### src/rtl/updown_mod_counter.sv
// rtl/updown_mod_counter.sv - parametrised up/down modulo counter with prescaler, load and terminal count
//
// Purpose: general timer/event counter. Counts 0..MOD_MAX up or down, wrapping or
// saturating at the boundaries, with a parallel load (clamped to MOD_MAX) and an
// enable that feeds a PRESCALE-cycle prescaler before each count step.
//
// Ports:
//   clk      in   rising-edge clock
//   reset    in   synchronous active-low reset
//   en       in   count enable (gates prescaler and stepping)
//   up       in   1 = increment, 0 = decrement
//   sat      in   1 = saturate at boundary, 0 = wrap
//   load     in   parallel load strobe
//   load_val in   value to load (clamped to MOD_MAX)
//   count    out  registered count
//   tc       out  registered one-cycle pulse after a boundary step
//   at_zero  out  count == 0
//   at_max   out  count == MOD_MAX
module updown_mod_counter #(
  parameter int WIDTH     = 8,
  parameter int MOD_MAX   = 255,
  parameter int RESET_VAL = MOD_MAX,
  parameter int PRESCALE  = 1
) (
  input  logic             clk,
  input  logic             reset,
  input  logic             en,
  input  logic             up,
  input  logic             sat,
  input  logic             load,
  input  logic [WIDTH-1:0] load_val,
  output logic [WIDTH-1:0] count,
  output logic             tc,
  output logic             at_zero,
  output logic             at_max
);

  localparam int PW = (PRESCALE > 1) ? $clog2(PRESCALE) : 1;

  localparam logic [WIDTH-1:0] MAX_V   = WIDTH'(MOD_MAX);
  localparam logic [WIDTH-1:0] RST_V   = WIDTH'(RESET_VAL);
  localparam logic [WIDTH-1:0] ZERO_V  = '0;
  localparam logic [PW-1:0]    PS_LAST = PW'(PRESCALE - 1);

  logic [PW-1:0] prescaler;

  // With PRESCALE=1 the prescaler is stuck at 0 == PS_LAST, so every enabled cycle steps.
  logic step;
  assign step = en && (prescaler == PS_LAST);

  assign at_zero = (count == ZERO_V);
  assign at_max  = (count == MAX_V);

  always_ff @(posedge clk) begin
    if (!reset) begin
      count     <= RST_V;
      prescaler <= '0;
      tc        <= 1'b0;
    end else if (load) begin
      count     <= (load_val > MAX_V) ? MAX_V : load_val;
      prescaler <= '0;
      tc        <= 1'b0;
    end else if (en) begin
      if (step) begin
        prescaler <= '0;
        if (up) begin
          if (count == MAX_V) begin
            count <= sat ? MAX_V : ZERO_V;
            tc    <= 1'b1;
          end else begin
            count <= count + WIDTH'(1);
            tc    <= 1'b0;
          end
        end else begin
          if (count == ZERO_V) begin
            count <= sat ? ZERO_V : MAX_V;
            tc    <= 1'b1;
          end else begin
            count <= count - WIDTH'(1);
            tc    <= 1'b0;
          end
        end
      end else begin
        prescaler <= prescaler + PW'(1);
        tc        <= 1'b0;
      end
    end else begin
      tc <= 1'b0;
    end
  end

endmodule

### config.mk
export PLATFORM = sky130hd
export DESIGN_NAME = updown_mod_counter
export DESIGN_NICKNAME = d
export VERILOG_FILES = /design/src/rtl/updown_mod_counter.sv
export SDC_FILE = /design/constraint.sdc
export NUM_CORES = 1
export LEC_CHECK = 0
export CORE_ASPECT_RATIO = 0.9
export CORE_MARGIN = 3
export CORE_UTILIZATION = 49
export CTS_BUF_LIST = sky130_fd_sc_hd__clkbuf_4 sky130_fd_sc_hd__clkbuf_8
export CTS_CLUSTER_DIAMETER = 100
export DETAILED_ROUTE_END_ITERATION = 8
export PLACE_DENSITY = 0.81
export RECOVER_POWER = 100
export SLEW_MARGIN = 10
export SYNTH_ARGS = -nofsm -noshare
export SYNTH_HDL_FRONTEND = slang
export SYNTH_SLANG_ARGS = --single-unit
### constraint.sdc
create_clock -name clk -period 2.3 [get_ports clk]
set_input_delay 0.46 -clock clk [delete_from_list [all_inputs] [get_ports clk]]
set_output_delay 0.46 -clock clk [all_outputs]
set_load 0.05 [all_outputs]
==> results of run 1 <==
==> area by class of cell <==
class,count,area (sq um),share of cell area
multi-input combinational,103,658,0.515
sequential,10,205,0.161
clock buffer,4,36.3,0.0284
tap,24,30.0,0.0235
timing repair buffer,30,318,0.249
inverter,8,30.0,0.0235
==> cell usage in the layout (no fill, tap or decap), types with 2 or more instances in the layout <==
cell	Yosys	final
sky130_fd_sc_hd__nor2_1	5	4
sky130_fd_sc_hd__o211ai_1	4	4
sky130_fd_sc_hd__dfxtp_2	0	4
sky130_fd_sc_hd__mux2i_1	3	3
sky130_fd_sc_hd__dfxtp_1	10	6
sky130_fd_sc_hd__clkbuf_4	0	3
sky130_fd_sc_hd__a21oi_1	8	8
sky130_fd_sc_hd__nor3_1	7	6
sky130_fd_sc_hd__a211oi_1	3	3
sky130_fd_sc_hd__nand2_1	15	15
sky130_fd_sc_hd__nand2b_1	2	2
sky130_fd_sc_hd__or4_1	3	3
sky130_fd_sc_hd__clkdlybuf4s50_1	0	12
sky130_fd_sc_hd__nand3_1	6	6
sky130_fd_sc_hd__o22ai_1	3	3
sky130_fd_sc_hd__a31oi_1	3	3
sky130_fd_sc_hd__ha_1	3	3
sky130_fd_sc_hd__and3_1	2	2
sky130_fd_sc_hd__o21ai_0	11	11
sky130_fd_sc_hd__nand4_1	2	2
sky130_fd_sc_hd__or3_1	3	3
sky130_fd_sc_hd__buf_12	0	3
sky130_fd_sc_hd__dlygate4sd3_1	0	10
sky130_fd_sc_hd__inv_1	8	8
sky130_fd_sc_hd__buf_4	1	5
==> sequential cells by signal, indices dropped and copies added, names as in the netlist <==
name,cells
count,8
prescaler,1
tc,1
==> worst max-delay path, delay by kind of cell (launching register included) <==
kind / cells / cell delay (ns)
AND/OR/NAND/NOR: 2 / 0.58
flip-flops: 1 / 0.33
adder cells (fa/ha/maj): 1 / 0.25
buffers and inverters: 2 / 0.32
==> what timing repair did <==
action | 4_1_cts | 5_1_grt
setup buffers | 0 | 0
resized for setup | 0 | 1
setup endpoints to repair | 0 | 1
==> final timing paths <==
| check | startpoint | to | slack [ns] | cells past startpoint |
|---|---|---|---|---|
| setup / recovery | count[0] | at_max | 0.09 | 5 |
| hold / removal | prescaler | prescaler | 0.48 | 1 |
| setup reg to reg | count[1] | count[2] | 0.14 | 7 |
| hold reg to reg | prescaler | prescaler | 0.48 | 1 |
==> power breakdown <==
part           internal, uW  total [uW]  switching, uW  leakage (uW)
combinational           109         271            162      0.000406
clock                  96.3         164           67.4     0.0000210
sequential              187         203           16.1     0.0000818
total                   392         638            246      0.000508
==> cell usage after synthesis, types with 4 or more instances <==
| library cell | instances |
|---|---|
| sky130_fd_sc_hd__nor3_1 | 7 |
| sky130_fd_sc_hd__o211ai_1 | 4 |
| sky130_fd_sc_hd__nand3_1 | 6 |
| sky130_fd_sc_hd__nand2_1 | 15 |
| sky130_fd_sc_hd__clkbuf_1 | 4 |
| sky130_fd_sc_hd__dfxtp_1 | 10 |
| sky130_fd_sc_hd__o21ai_0 | 11 |
| sky130_fd_sc_hd__nor2_1 | 5 |
| sky130_fd_sc_hd__inv_1 | 8 |
| sky130_fd_sc_hd__a21oi_1 | 8 |
==> per-stage QoR <==
stage	instances	TNS [ns]	power (uW)	instance area, sq um
after global placement	175	0	473	1240
after global routing	179	-0.00310	672	1280
after detailed placement	175	0	477	1240
after CTS	179	0	640	1270
after floorplan	128	0	377	921
final	179	0	638	1280
==> kinds of logic (layout without fill, tap and decap cells) <==
family	Yosys count	count (layout)	synth area share
buffers and inverters	15	42	0.0693
adder cells (fa/ha/maj)	3	3	0.0416
AND/OR/NAND/NOR	53	53	0.311
XOR/XNOR	1	1	0.00971
flip-flops	10	10	0.222
multiplexers	4	4	0.0458
AO/OA/AOI/OAI	42	42	0.301
==> per-layer routing <==
layer,up-vias,part of all wire,GRT usage
met1,533,0.41,0.353
met3,8,0.11,0.0550
met5,-,0,0
li1,537,-,-
met4,0,0.014,0.0419
met2,78,0.46,0.442
==> impl_results.html, run 1 <==
<table>
<tr><th>Metric</th><th>Value</th></tr>
<tr><th colspan="2">Run status</th></tr>
<tr><td>Status</td><td>finished, final reports clean</td></tr>
<tr><th colspan="2">Yosys</th></tr>
<tr><td>Biggest area consumer among synthesized cells</td><td>sky130_fd_sc_hd__dfxtp_1</td></tr>
<tr><td>Proportion of register bits with asynchronous set or reset after synthesis</td><td>0</td></tr>
<tr><td>Synth cell types</td><td>42</td></tr>
<tr><td>Area of the mapped netlist</td><td>902 sq um</td></tr>
<tr><td>Mean instance size in the synthesized netlist</td><td>7.05 sq um</td></tr>
<tr><td>Synthesized Nets</td><td>145</td></tr>
<tr><td>Most used DFF post-synth</td><td>sky130_fd_sc_hd__dfxtp_1</td></tr>
<tr><td>Number of enable flip-flop cells after synthesis</td><td>0</td></tr>
<tr><td>Top cells by area, synth</td><td>sky130_fd_sc_hd__dfxtp_1 (22%), sky130_fd_sc_hd__nand2_1 (6.2%), sky130_fd_sc_hd__o21ai_0 (6.1%)</td></tr>
<tr><td>Synthesis-stage register bit count</td><td>10</td></tr>
<tr><td>Total number of yosys warnings</td><td>0</td></tr>
<tr><td>Synth Instances</td><td>128</td></tr>
<tr><td>Proportion of synthesized chip area in sequential cells</td><td>0.222</td></tr>
<tr><td>Top cell type's share of synthesized area</td><td>0.222</td></tr>
<tr><th colspan="2">Global routing</th></tr>
<tr><td>Pin count of the biggest net entering global routing</td><td>15</td></tr>
<tr><td>Global routing usage summed across all routing layers</td><td>0.261</td></tr>
<tr><td>GRT overflow</td><td>0</td></tr>
<tr><td>Global-route wire length before repair</td><td>4.70 mm</td></tr>
<tr><td>Initial antenna violation count</td><td>0</td></tr>
<tr><td>Number of global-route vias before repair</td><td>981</td></tr>
<tr><th colspan="2">Clocking</th></tr>
<tr><td>H-tree lvl count</td><td>1</td></tr>
<tr><td>Worst skew pair latency</td><td>0.27 ns</td></tr>
<tr><td>Maximum number of buffers from clock root to sink</td><td>2</td></tr>
<tr><td>Clock root buffer master</td><td>sky130_fd_sc_hd__clkbuf_4</td></tr>
<tr><td>Number of hold buffers added after CTS</td><td>0</td></tr>
<tr><td>Clock transition at the registers of the reported paths</td><td>0.07 ns</td></tr>
<tr><td>TritonCTS clock tree</td><td>yes</td></tr>
<tr><td>Total number of clock tree sinks</td><td>10</td></tr>
<tr><td>Inserted Clock Buffers</td><td>3</td></tr>
<tr><th colspan="2">Die</th></tr>
<tr><td>Die Area</td><td>2390 sq um</td></tr>
<tr><td>Die X</td><td>51.2 microns</td></tr>
<tr><td>Area of the core</td><td>1700 sq um</td></tr>
<tr><td>Initial Util</td><td>0.531</td></tr>
<tr><td>Num ports</td><td>25</td></tr>
<tr><td>Std-Cell Rows</td><td>14</td></tr>
<tr><td>Height of the die</td><td>46.7 microns</td></tr>
<tr><th colspan="2">Final layout</th></tr>
<tr><td>Post-synthesis to final-layout area growth</td><td>41.6%</td></tr>
<tr><td>Fill cell count</td><td>140</td></tr>
<tr><td>Number of nets in the finished design</td><td>173</td></tr>
<tr><td>Ant diodes</td><td>0</td></tr>
<tr><td>Fraction of the core area covered by cells at the end of the flow</td><td>0.752</td></tr>
<tr><td>Share of cells above drive strength 1</td><td>0.148</td></tr>
<tr><th colspan="2">Route</th></tr>
<tr><td>Drt via density</td><td>6.46</td></tr>
<tr><td>Initial DRT Pass Iterations</td><td>4</td></tr>
<tr><td>Remaining antenna violation count</td><td>0</td></tr>
<tr><td>Post-route DRC</td><td>0</td></tr>
<tr><td>DR vias</td><td>1156</td></tr>
<tr><td>Drt total wl</td><td>2.93 mm</td></tr>
<tr><td>Starting DRT DRC Count</td><td>57</td></tr>
<tr><td>Wire per inst</td><td>16.3 microns</td></tr>
<tr><th colspan="2">Timing</th></tr>
<tr><td>Final clock skew</td><td>0.00666 ns</td></tr>
<tr><td>Worst slew pin tran</td><td>0.505 ns</td></tr>
<tr><td>Minimum clock period after layout</td><td>2.21 ns</td></tr>
<tr><td>Setup ws final</td><td>0.0867 ns</td></tr>
<tr><td>Final Cycle Share</td><td>0.962</td></tr>
<tr><td>Final hold violation count</td><td>0</td></tr>
<tr><td>Slew Limit Headroom</td><td>0.662</td></tr>
<tr><td>Setup Viol. Count Final</td><td>0</td></tr>
<tr><td>Worst hold slack across all endpoints</td><td>0.481 ns</td></tr>
<tr><td>Number of pins with negative max-slew slack in the final report</td><td>0</td></tr>
<tr><td>Highest Clock Rate</td><td>0.452 GHz</td></tr>
<tr><th colspan="2">Critical path</th></tr>
<tr><td>CP endpoint kind</td><td>primary output</td></tr>
<tr><td>Required time at the endpoint of the critical path</td><td>1.84 ns</td></tr>
<tr><td>CP Cell Sequence</td><td>buf_4 &gt; ha_1 &gt; nand2_1 &gt; nor3_4 &gt; buf_12</td></tr>
<tr><td>CP Data Arrival Time</td><td>1.75 ns</td></tr>
<tr><td>Crit Path Class</td><td>flop to primary output</td></tr>
<tr><td>Longest individual stage delay on the worst path</td><td>0.43 ns</td></tr>
<tr><td>Startpoint types</td><td>flop</td></tr>
<tr><td>Max Fanout on Critical Path</td><td>7</td></tr>
<tr><td>Master of the slowest instance on the critical path</td><td>sky130_fd_sc_hd__nor3_4</td></tr>
<tr><th colspan="2">Power</th></tr>
<tr><td>Static Leakage</td><td>0.000508 uW</td></tr>
<tr><td>Power per Cell Area</td><td>499 nW/um^2</td></tr>
<tr><td>Largest voltage drop on the vdd net</td><td>0.000463 V</td></tr>
<tr><th colspan="2">Placed design</th></tr>
<tr><td>Pre-CTS worst setup slack</td><td>0.104 ns</td></tr>
<tr><td>Global placer's final weighted congestion</td><td>0.959</td></tr>
<tr><td>Hpwl dp</td><td>2.09 mm</td></tr>
<tr><td>Number of buffer cells added on primary ports</td><td>24</td></tr>
<tr><th colspan="2">Run</th></tr>
<tr><td>MaxCap Viol Count</td><td>0</td></tr>
<tr><th colspan="2">Min path</th></tr>
<tr><td>Type of the worst min-delay path</td><td>flop to flop</td></tr>
</table>
Power figures use the tool's default switching activity.
==> run 2: changes to the inputs <==
- GPL_ROUTABILITY_DRIVEN: unset -> 0
==> run 2 against run 1 <==
Net effect: combinational power is essentially flat; register-to-register slack gained 0.07 ns; first-iteration DRC count grew 12%; critical path depth shrank 1; largest cell class unchanged; highest routed layer unchanged; non-clock buffer count grew 1.
==> impl_results.html, run 2 (same netlist as run 1, synthesis figures left out) <==
<table>
<tr><th>Metric</th><th>Value</th></tr>
<tr><th colspan="2">Run status</th></tr>
<tr><td>Status</td><td>finished, final reports clean</td></tr>
<tr><th colspan="2">Timing</th></tr>
<tr><td>Total Neg Setup Slack</td><td>0 ns</td></tr>
<tr><td>Setup ws final</td><td>0.0918 ns</td></tr>
<tr><td>Highest Clock Rate</td><td>0.453 GHz</td></tr>
<tr><td>Setup Viol. Count Final</td><td>0</td></tr>
<tr><td>Worst slew pin tran</td><td>0.517 ns</td></tr>
<tr><td>Number of pins with negative max-slew slack in the final report</td><td>0</td></tr>
<tr><td>Final clock skew</td><td>0.00769 ns</td></tr>
<tr><td>Slew Limit Headroom</td><td>0.654</td></tr>
<tr><td>RSZ-0062 raised after global routing</td><td>false</td></tr>
<tr><td>Final hold violation count</td><td>0</td></tr>
<tr><td>Final Cycle Share</td><td>0.960</td></tr>
<tr><td>Minimum clock period after layout</td><td>2.21 ns</td></tr>
<tr><th colspan="2">Power</th></tr>
<tr><td>Clock Power Share</td><td>0.263</td></tr>
<tr><td>Power per Cell Area</td><td>501 nW/um^2</td></tr>
<tr><td>Switching Fraction</td><td>0.394</td></tr>
<tr><td>Power dissipated by switching net loads</td><td>254 uW</td></tr>
<tr><td>Static Leakage</td><td>0.000516 uW</td></tr>
<tr><td>Internal power contribution</td><td>391 uW</td></tr>
<tr><td>Portion of total power attributed to combinational logic</td><td>0.419</td></tr>
<tr><td>Share of total power in sequential cells</td><td>0.318</td></tr>
<tr><td>Largest voltage drop on the vdd net</td><td>0.000354 V</td></tr>
<tr><th colspan="2">Critical path</th></tr>
<tr><td>Depth of the worst register-to-register path</td><td>5</td></tr>
<tr><td>Setup slack, reg-to-reg</td><td>0.21 ns</td></tr>
<tr><td>End of the worst register-to-register path</td><td>count[2]</td></tr>
<tr><td>CP Data Arrival Time</td><td>1.75 ns</td></tr>
<tr><td>Max Fanout on Critical Path</td><td>8</td></tr>
<tr><td>Startpoint types</td><td>flop</td></tr>
<tr><td>Required time at the endpoint of the critical path</td><td>1.84 ns</td></tr>
<tr><td>Crit Path Class</td><td>flop to primary output</td></tr>
<tr><td>CP endpoint kind</td><td>primary output</td></tr>
<tr><td>Source of the worst register-to-register timing path</td><td>count[3]</td></tr>
<tr><th colspan="2">Clocking</th></tr>
<tr><td>H-tree lvl count</td><td>1</td></tr>
<tr><td>Clock transition at the registers of the reported paths</td><td>0.07 ns</td></tr>
<tr><td>Number of hold buffers added after CTS</td><td>0</td></tr>
<tr><td>Clock root buffer master</td><td>sky130_fd_sc_hd__clkbuf_4</td></tr>
<tr><td>Maximum number of buffers from clock root to sink</td><td>2</td></tr>
<tr><td>Total number of clock tree sinks</td><td>10</td></tr>
<tr><td>TritonCTS clock tree</td><td>yes</td></tr>
<tr><td>Worst skew pair latency</td><td>0.28 ns</td></tr>
<tr><td>Inserted Clock Buffers</td><td>3</td></tr>
<tr><th colspan="2">Min path</th></tr>
<tr><td>Worst hold endpoint</td><td>prescaler</td></tr>
<tr><td>Worst hold path startpoint</td><td>prescaler</td></tr>
<tr><td>Type of the worst min-delay path</td><td>flop to flop</td></tr>
<tr><td>Worst hold path depth</td><td>1</td></tr>
<tr><th colspan="2">Die</th></tr>
<tr><td>Die X</td><td>51.2 microns</td></tr>
<tr><td>Height of the die</td><td>46.7 microns</td></tr>
<tr><td>Std-Cell Rows</td><td>14</td></tr>
<tr><td>Num ports</td><td>25</td></tr>
<tr><td>Die Area</td><td>2390 sq um</td></tr>
<tr><td>Area of the core</td><td>1700 sq um</td></tr>
<tr><td>Initial Util</td><td>0.531</td></tr>
<tr><th colspan="2">Route</th></tr>
<tr><td>Drt via density</td><td>6.39</td></tr>
<tr><td>DR vias</td><td>1151</td></tr>
<tr><td>Initial DRT Pass Iterations</td><td>5</td></tr>
<tr><td>Starting DRT DRC Count</td><td>64</td></tr>
<tr><td>Drt total wl</td><td>2.99 mm</td></tr>
<tr><td>Post-route DRC</td><td>0</td></tr>
<tr><td>Remaining antenna violation count</td><td>0</td></tr>
<tr><td>Wire per inst</td><td>16.6 microns</td></tr>
<tr><th colspan="2">Global routing</th></tr>
<tr><td>GRT overflow</td><td>0</td></tr>
<tr><td>Pin count of the biggest net entering global routing</td><td>15</td></tr>
<tr><td>Initial antenna violation count</td><td>0</td></tr>
<tr><td>Global-route wire length before repair</td><td>4.74 mm</td></tr>
<tr><td>Number of global-route vias before repair</td><td>1052</td></tr>
<tr><td>Global routing usage summed across all routing layers</td><td>0.270</td></tr>
<tr><th colspan="2">Final layout</th></tr>
<tr><td>Largest registers ranked by flip-flop count</td><td>count x8, prescaler x1, tc x1</td></tr>
<tr><td>Number of nets in the finished design</td><td>174</td></tr>
<tr><td>Share of cells above drive strength 1</td><td>0.154</td></tr>
<tr><td>Commonest non-fill, non-tap cells in the layout</td><td>sky130_fd_sc_hd__nand2_1 (15), sky130_fd_sc_hd__clkdlybuf4s50_1 (12), sky130_fd_sc_hd__o21ai_0 (11), sky130_fd_sc_hd__dlygate4sd3_1 (10)</td></tr>
<tr><td>Fill cell count</td><td>140</td></tr>
<tr><td>Post-synthesis to final-layout area growth</td><td>42.7%</td></tr>
<tr><td>Ant diodes</td><td>0</td></tr>
<tr><td>Register bank with the most flops</td><td>count</td></tr>
<tr><td>Largest register FFs</td><td>8</td></tr>
<tr><td>Most frequent standard cell in the layout excluding fill and tap cells</td><td>sky130_fd_sc_hd__nand2_1</td></tr>
<tr><th colspan="2">Placed design</th></tr>
<tr><td>Hpwl dp</td><td>2.11 mm</td></tr>
<tr><td>Number of buffer cells added on primary ports</td><td>24</td></tr>
<tr><td>Pre-CTS worst setup slack</td><td>0.0784 ns</td></tr>
<tr><th colspan="2">Run</th></tr>
<tr><td>MaxCap Viol Count</td><td>0</td></tr>
</table>
==> run 2: cell count changes in the layout (fill, tap and decap cells not counted) <==
cell / before / now
sky130_fd_sc_hd__buf_4: 5 / 6
sky130_fd_sc_hd__or3b_2: 1 / 0
sky130_fd_sc_hd__or3b_4: 0 / 1
==> run 2: layout make-up <==
class	count	area (sq um)	share of cell area
inverters	8	30.0	0.0233
repair buffers	31	325	0.253
multi-input cells	103	661	0.513
flip-flops and latches	10	205	0.159
well taps	24	30.0	0.0233
clock buffers	4	36.3	0.0282
==> run 2: what timing repair did <==
item / in CTS / in global routing
setup endpoints to repair: 0 / 1
gates resized for setup: 0 / 2
hold endpoints to repair: 0 / 0
setup buffers: 0 / 2
==> run 2: through the flow <==
| step | power [uW] | cell area [sq um] | util | cells | hold WS, ns |
|---|---|---|---|---|---|
| 3_5_place_dp | 475 | 1230 | 0.723 | 174 | 0.483 |
| 3_3_place_gp | 471 | 1230 | 0.723 | 174 | 0.467 |
| 2_1_floorplan | 377 | 921 | - | 128 | 0.452 |
| 4_1_cts | 642 | 1260 | 0.744 | 178 | 0.510 |
| 5_1_grt | 677 | 1290 | 0.758 | 180 | 0.537 |
| 6_report | 645 | 1290 | 0.758 | 180 | 0.515 |
==> run 2: how the worst max path moves through the flow <==
stage / start / depth (start not counted) / endpoint / slack, ns
2_1_floorplan: count[5] / 5 / count[1] / 0.004
3_3_place_gp: up / 6 / count[6] / 0.13
5_1_grt: count[0] / 4 / at_max / 0.05
4_1_cts: count[0] / 5 / at_zero / 0.01
3_5_place_dp: up / 6 / count[6] / 0.08
6_report: count[0] / 4 / at_max / 0.09
==> run 2: worst max-delay path, stage by stage (launching register included) <==
cell,delay (ns)
sky130_fd_sc_hd__dfxtp_2,0.40
sky130_fd_sc_hd__ha_1,0.30
sky130_fd_sc_hd__nand2_1,0.15
sky130_fd_sc_hd__nor3_4,0.42
sky130_fd_sc_hd__buf_12,0.19
==> run 2: power groups by stage <==
| stage | clock [uW] | sequential, uW | combinational (uW) |
|---|---|---|---|
| floorplan | 0 | 247 | 130 |
| global placement | 0 | 208 | 263 |
| detailed placement | 0 | 209 | 267 |
| CTS | 169 | 204 | 268 |
| global route | 180 | 207 | 290 |
| finish | 169 | 205 | 270 |
==> run 2: metal layers <==
metal / routed length [microns] / up-vias / track usage / share of wire
met5: 0 / - / 0 / 0
met4: 77 / 0 / 0.141 / 0.026
met2: 1450 / 80 / 0.442 / 0.49
li1: - / 535 / - / -
met3: 299 / 14 / 0.0712 / 0.10
met1: 1160 / 522 / 0.333 / 0.39
